==> src/rtl/wb_bridge_pkg.sv <==
// Shared types and constants for the arbiter-to-Wishbone memory bridge.
// Holds the bridge FSM state type, the read-abort data word and the
// default acknowledge timeout used when WB_TIMEOUT_EN is defined.
package wb_bridge_pkg;

  typedef enum logic {
    IDLE = 1'b0,
    REQ  = 1'b1
  } wb_state_t;

  // Returned as read data when a read is aborted for lack of ACK.
  localparam logic [31:0] WB_ABORT_DATA = 32'hDEADBEEF;

  // Default number of REQ cycles without ACK before the cycle is aborted.
  localparam logic [15:0] TIMEOUT_CYC_DEF = 16'd1023;

  // Wishbone byte-lane select width.
  localparam int SEL_W = 4;

endpackage

==> src/rtl/wb_timeout_ctr.sv <==
// ACK timeout counter for the Wishbone bridge (only built with WB_TIMEOUT_EN).
// The count is held at zero while clear_i is high and advances once per cycle
// while enable_i is high. expired_o flags the cycle in which this increment
// would make the count reach LIMIT, so the owner aborts after exactly LIMIT
// consecutive cycles without ACK.
module wb_timeout_ctr
  import wb_bridge_pkg::*;
#(
  parameter logic [15:0] LIMIT = TIMEOUT_CYC_DEF
) (
  input  logic clk,
  input  logic nRst,
  input  logic clear_i,
  input  logic enable_i,
  output logic expired_o
);

  logic [15:0] cnt_q;
  logic [15:0] cnt_d;

  // Next count: clear has priority over counting.
  always_comb begin
    cnt_d = cnt_q;
    if (clear_i) begin
      cnt_d = '0;
    end else if (enable_i) begin
      cnt_d = cnt_q + 16'd1;
    end
  end

  // Count register.
  always_ff @(posedge clk or negedge nRst) begin
    if (!nRst) begin
      cnt_q <= '0;
    end else begin
      cnt_q <= cnt_d;
    end
  end

  // Widened compare so a count at the top of the range cannot wrap.
  assign expired_o = enable_i && (({1'b0, cnt_q} + 17'd1) >= {1'b0, LIMIT});

endmodule

==> src/rtl/wb_mem_bridge.sv <==
// Memory-side bridge behind the CPU/VGA arbiter. Each single-cycle
// mem_read/mem_write strobe becomes one classic Wishbone B4 master cycle;
// mem_busy stays high until the slave acknowledges, and read data is
// returned on data_from_mem. All outputs are registered.
// Optional build macro WB_TIMEOUT_EN: abort a cycle after TIMEOUT_CYC
// cycles without ACK, return WB_ABORT_DATA on reads and set the sticky
// timeout_err flag. Without the macro the bridge waits for ACK forever.
module wb_mem_bridge
  import wb_bridge_pkg::*;
#(
  parameter int          ADDR_W      = 32,
  parameter int          DATA_W      = 32,
  parameter logic [15:0] TIMEOUT_CYC = TIMEOUT_CYC_DEF
) (
  input  logic              clk,
  input  logic              nRst,
  input  logic              mem_read,
  input  logic              mem_write,
  input  logic [ADDR_W-1:0] adr_to_mem,
  input  logic [DATA_W-1:0] data_to_mem,
  input  logic [SEL_W-1:0]  sel_to_mem,
  output logic              mem_busy,
  output logic [DATA_W-1:0] data_from_mem,
  output logic              WB_CYC_O,
  output logic              WB_STB_O,
  output logic              WB_WE_O,
  output logic [ADDR_W-1:0] WB_ADR_O,
  output logic [DATA_W-1:0] WB_DAT_O,
  output logic [SEL_W-1:0]  WB_SEL_O,
  input  logic [DATA_W-1:0] WB_DAT_I,
  input  logic              WB_ACK_I,
  output logic              timeout_err
);

  wb_state_t         state_q, state_d;
  logic              cyc_q, cyc_d;
  logic              stb_q, stb_d;
  logic              we_q, we_d;
  logic [ADDR_W-1:0] adr_q, adr_d;
  logic [DATA_W-1:0] dat_q, dat_d;
  logic [SEL_W-1:0]  sel_q, sel_d;
  logic              busy_q, busy_d;
  logic [DATA_W-1:0] rdata_q, rdata_d;
  logic              terr_q, terr_d;
  logic              tmo_expired;

`ifdef WB_TIMEOUT_EN
  // Held clear while idle, so every REQ visit starts counting from zero.
  wb_timeout_ctr #(
    .LIMIT     (TIMEOUT_CYC)
  ) u_tmo (
    .clk       (clk),
    .nRst      (nRst),
    .clear_i   (state_q == IDLE),
    .enable_i  ((state_q == REQ) && !WB_ACK_I),
    .expired_o (tmo_expired)
  );
`else
  logic unused_timeout_cfg;
  assign unused_timeout_cfg = ^TIMEOUT_CYC;
  assign tmo_expired        = 1'b0;
`endif

  // Next-state and registered-output logic of the IDLE/REQ bus FSM.
  always_comb begin
    state_d = state_q;
    cyc_d   = cyc_q;
    stb_d   = stb_q;
    we_d    = we_q;
    adr_d   = adr_q;
    dat_d   = dat_q;
    sel_d   = sel_q;
    busy_d  = busy_q;
    rdata_d = rdata_q;
    terr_d  = terr_q;
    case (state_q)
      IDLE: begin
        if (mem_read || mem_write) begin
          // A write wins over a simultaneous read; the read is dropped.
          state_d = REQ;
          cyc_d   = 1'b1;
          stb_d   = 1'b1;
          we_d    = mem_write;
          adr_d   = adr_to_mem;
          dat_d   = data_to_mem;
          sel_d   = sel_to_mem;
          busy_d  = 1'b1;
        end else begin
          cyc_d   = 1'b0;
          stb_d   = 1'b0;
          we_d    = 1'b0;
          adr_d   = '0;
          dat_d   = '0;
          sel_d   = '0;
          busy_d  = 1'b0;
        end
      end
      REQ: begin
        if (WB_ACK_I || tmo_expired) begin
          // ACK takes precedence over a timeout expiring in the same cycle.
          state_d = IDLE;
          cyc_d   = 1'b0;
          stb_d   = 1'b0;
          we_d    = 1'b0;
          adr_d   = '0;
          dat_d   = '0;
          sel_d   = '0;
          busy_d  = 1'b0;
          if (WB_ACK_I) begin
            if (!we_q) begin
              rdata_d = WB_DAT_I;
            end
          end else begin
            if (!we_q) begin
              rdata_d = DATA_W'(WB_ABORT_DATA);
            end
            terr_d = 1'b1;
          end
        end
      end
      default: begin
        state_d = IDLE;
      end
    endcase
  end

  // State and output registers; reset drops the bus cycle immediately.
  always_ff @(posedge clk or negedge nRst) begin
    if (!nRst) begin
      state_q <= IDLE;
      cyc_q   <= 1'b0;
      stb_q   <= 1'b0;
      we_q    <= 1'b0;
      adr_q   <= '0;
      dat_q   <= '0;
      sel_q   <= '0;
      busy_q  <= 1'b0;
      rdata_q <= '0;
      terr_q  <= 1'b0;
    end else begin
      state_q <= state_d;
      cyc_q   <= cyc_d;
      stb_q   <= stb_d;
      we_q    <= we_d;
      adr_q   <= adr_d;
      dat_q   <= dat_d;
      sel_q   <= sel_d;
      busy_q  <= busy_d;
      rdata_q <= rdata_d;
      terr_q  <= terr_d;
    end
  end

  assign WB_CYC_O      = cyc_q;
  assign WB_STB_O      = stb_q;
  assign WB_WE_O       = we_q;
  assign WB_ADR_O      = adr_q;
  assign WB_DAT_O      = dat_q;
  assign WB_SEL_O      = sel_q;
  assign mem_busy      = busy_q;
  assign data_from_mem = rdata_q;
  assign timeout_err   = terr_q;

endmodule

==> config.mk <==
export PLATFORM = sky130hd
export DESIGN_NAME = wb_mem_bridge
export DESIGN_NICKNAME = d
export VERILOG_FILES = /design/src/rtl/wb_bridge_pkg.sv /design/src/rtl/wb_timeout_ctr.sv /design/src/rtl/wb_mem_bridge.sv
export SDC_FILE = /design/constraint.sdc
export NUM_CORES = 1
export LEC_CHECK = 0
export CORE_MARGIN = 4
export CORE_UTILIZATION = 44
export DETAILED_ROUTE_END_ITERATION = 12
export PLACE_DENSITY = 0.87
export SYNTH_ARGS = -nofsm -noshare
export SYNTH_HDL_FRONTEND = slang
export SYNTH_SLANG_ARGS = --single-unit
==> constraint.sdc <==
create_clock -name clk -period 2.7 [get_ports clk]
set_input_delay 0.54 -clock clk [delete_from_list [all_inputs] [get_ports clk]]
set_output_delay 0.54 -clock clk [all_outputs]
set_load 0.05 [all_outputs]
Yosys cells after proc, flatten, opt, wreduce, memory -nomap -nowiden:

Cells that the tools add are included.

* $lt $le $gt $ge: 0
* mux-type cells: 15
* equality and inequality tests: 1
* multiply operators: 0
* bitwise gates (word level): 2
* divide/modulo/power cells: 0
* $add $sub $neg: 0
* shift operators: 0
* reduce and logical (&&, ||, !) cells: 2

Operators with widths (number)
* case mux 32 bit (2 select lines): 2
* two-way mux 32 bit: 3
* two-way mux 4 bit: 2
* case mux 4 bit (2 select lines): 1
* case mux 1 bit (2 select lines): 3
* two-way mux 1 bit: 4
* AND reduction 3 bit: 1
* != test 2 bit (second input constant): 1
* inverter 1 bit: 2
* logical OR 1 bit: 1

* input bits: 105
* memories: 0
* bits in latches: 0
* logic and storage cells: 27
* register bits after elaboration: 103
* memory bits (read-only): 0
* bits in writable memories: 0
* output and inout bits: 105

Longest topological paths before layout:

* depth after elaboration: 3
* gate-level depth with buffers: 5
* gate-level depth less buffers: 2

Least setup slack after synthesis:

OpenSTA, ideal clock, no wires.

* path type: register -> register
* start: register we_q, in the netlist WB_WE_O
* end: register rdata_q[10], in the netlist data_from_mem[10]
* arrival: 1.353 ns
* required time: 2.575 ns
* period minus slack after synthesis: 1.478 ns
* library setup time: 0.125 ns
* slack: 1.222 ns
* cell stages (with the launch flop): 4
* path buffers: 1
* cell sequence: dfrtp_1 > nand3b_4 > buf_6 > mux2_4

* word-level cells in the longest chain between the ends: 2

Ends and longest elaborated chain
* start, declared: RTL line wb_mem_bridge.sv:38 `logic we_q, we_d;`
* start signal, assigned: RTL line wb_mem_bridge.sv:144 `we_q <= we_d;`
* inverter 1 bit (no source line)
* AND reduction 3 bit (no source line)
* end signal, assigned: RTL line wb_mem_bridge.sv:149 `rdata_q <= rdata_d;`
* end, declared: RTL line wb_mem_bridge.sv:43 `logic [DATA_W-1:0] rdata_q, rdata_d;`

No other way between the ends.
A chain may end at the register's enable or synchronous reset.

==> results_dict.tcl <==
set metrics [dict create \
    cts_root_buf "clkbuf_8" \
    hold_path_class "input port to async pin" \
    tightest_slew_ps 661.4 \
    firstDrtPassIters 4 \
    place.gp.congestion 0.7267 \
    yosysUniqueCellTypes 17 \
    numClockSinks 103 \
    synth-compound-area-share_pct 22.51 \
    cts_hold_buf 0 \
    area_growth_pct 54.47 \
    synth_seq_area_share_pct 60.78 \
    crit_family "buffers and inverters" \
    synth_seq_cells 103 \
    clock_skew_ps 11.65 \
    seq_area_um2 2579 \
    layout.nets 611 \
    overflow 0 \
    reg2reg_to "data_from_mem[31]" \
    grt_setup_unrepaired "no" \
    peakVddDrop_mv 0.3247 \
    rows 35 \
    drc 0 \
    arrival_ps 1620 \
    cts_setup_buffers 0 \
    slew_violations 0 \
    drv_cap 0 \
    crit_end "WB_CYC_O" \
    hold_viol 0 \
    synthMuxAreaShare_pct 11.15 \
    crit_chain "clkdlybuf4s50_1" \
    period_share_pct 80.17 \
    boundaryPins 210 \
    period_needed_ps 2165 \
    worstSkewPairLatency_ps 360 \
    grt_pass1_wl_um 19520 \
    endpoint_kind "primary output" \
    synthSimpleGateAreaFrac_pct 0.8852 \
    htree_levels 3 \
    syn_inst 316 \
    totalWireLength_um 12280 \
    die_y_um 106.2 \
    timing.critical_path.from "mem_busy" \
    first_global_vias 3566 \
    cts.reportedPaths.clkPinSlew_ps 110 \
    die_x_um 106.2 \
    setup_tns_ps 0 \
    syn_avg_cell_area_um2 13.42 \
    initialDrtViolationCount 154 \
    die_area_um2 11270 \
    worst-path-stages 1 \
    fillers 685 \
    syn-num-nets 421 \
    critPathSlowestCell "clkdlybuf4s50_1" \
    cts_resized 0 \
    cp_max_fo 4 \
    vias 3399 \
    final_common_cell "clkdlybuf4s50_1" \
    core-area_um2 9328 \
    clockBufferDepth 2 \
    setup_viol_count_final 0 \
    synth_area_um2 4240 \
    yosys.area_share.adder_pct 0 \
    diodes 0 \
    synth_xor_area_share_pct 0 \
    r2r_setup_slack_ps 650 \
    critPathKind "flip-flop to primary output" \
    slew_headroom_pct 55.90 \
    place_area_um2 6367 \
    cts_tree "done" \
    r2r_cells 2 \
    grt_usage_pct 21.90 \
    yosys_warnings 0 \
    path_buf_inv 1 \
    slowest_delay_ps 840 \
    numCtsBuffers 9 \
    start_util_pct 45.46 \
    final_cell_mix "205 x clkdlybuf4s50_1, 102 x dfrtp_1, 68 x o21ai_0, 68 x o2bb2ai_1, 30 x mux2_4" \
    drive_gt1_share_pct 11.35 \
    status "complete, no violations" \
    design_area_um2 6550 \
    grt_max_degree 71 \
    p_per_area_nw_per_um2 735.1 \
    wire_per_inst_um 19.19 \
    multi_input_area_um2 1476 \
    antenna_left 0 \
    clock.fmax_ghz 0.4620 \
    io_buffer_count 208 \
    synth_top_family_by_area "compound AO/OA/AOI/OAI gates" \
    total_leakage_power_nw 2.713 \
    r2r-start "state_q" \
    hpwl_um 8690 \
    vias_per_cell 5.311 \
    critPathLaunchType "flip-flop" \
    grt_antenna_before_repair 0 \
    crit_required_ps 2160 \
]
[synth_stat cells]
| cell | instances | share of area, % |
|---|---|---|
| a22o_1 | 1 | 0.21 |
| nand2b_1 | 1 | 0.15 |
| nor2b_1 | 1 | 0.15 |
| inv_1 | 1 | 0.088 |
| nand3b_4 | 1 | 0.47 |
| o21ai_0 | 68 | 8.0 |
| mux2_4 | 30 | 11 |
| mux2_1 | 2 | 0.53 |
| o2bb2ai_1 | 68 | 14 |
| buf_6 | 3 | 0.80 |
| clkbuf_1 | 19 | 1.7 |
| conb_1 | 1 | 0.088 |
| buf_4 | 6 | 1.1 |
| dfrtp_1 | 103 | 61 |
| a21oi_1 | 2 | 0.24 |
| nor3_1 | 1 | 0.12 |
| buf_2 | 8 | 0.94 |
[cell families after synthesis]
family	count (synthesis)
buf+inv	37
compound gates	139
mux	32
other cells	1
simple gates	4
flops	103
[flip-flops by register name, indices dropped and copies added (netlist names)]
signal	flops
WB_ADR_O	32
WB_DAT_O	32
data_from_mem	32
WB_SEL_O	4
WB_WE_O	1
mem_busy	1
state_q	1
[per-layer routing]
layer,vias up,routed length [µm],track usage (%)
li1,1554,-,-
met1,1688,4980,27.48
met2,137,6236,37.10
met3,20,835,5.829
met4,0,229,6.660
met5,-,0,0
[area by class of cell]
cell class              count  share of cell area [%]
clock buffers              11                   2.159
clock inverters             5                  0.6304
inverters                   1                 0.05731
multi-input cells         176                   22.54
flip-flops and latches    103                   39.37
well taps                 129                   2.464
repair buffers            215                   32.78
[power breakdown]
group / switching (mW) / total, mW / internal (mW)
logic: 1.21 / 1.98 / 0.769
clock network: 0.531 / 0.901 / 0.370
registers: 0.157 / 1.93 / 1.77
[how the worst min path moves through the flow]
stage                     start           endpoint  slack (ps)  cells after the start
detailed placement  WB_ADR_O[7]        WB_ADR_O[7]         470                      1
CTS                        nRst  data_from_mem[13]         150                      1
finish                     nRst  data_from_mem[29]         150                      1
global placement    WB_DAT_O[8]        WB_DAT_O[8]         470                      1
global route               nRst  data_from_mem[16]         170                      1
floorplan                  nRst        WB_ADR_O[0]         240                      0
[stage by stage]
step / util, % / instances / total power [mW] / hold slack, ps / setup WS, ps
after detailed placement: 68.26 / 624 / 3.949 / 473.1 / 328.4
after global placement: 68.26 / 624 / 3.906 / 470.2 / 401.4
after floorplan: - / 316 / 3.176 / 244.4 / 1222
after global routing: 70.22 / 640 / 5.016 / 169.5 / 469.7
final: 70.22 / 640 / 4.815 / 152.4 / 535.5
after CTS: 70.22 / 640 / 4.860 / 153.3 / 497.8
No activity file was read; power rests on OpenSTA's default activity.
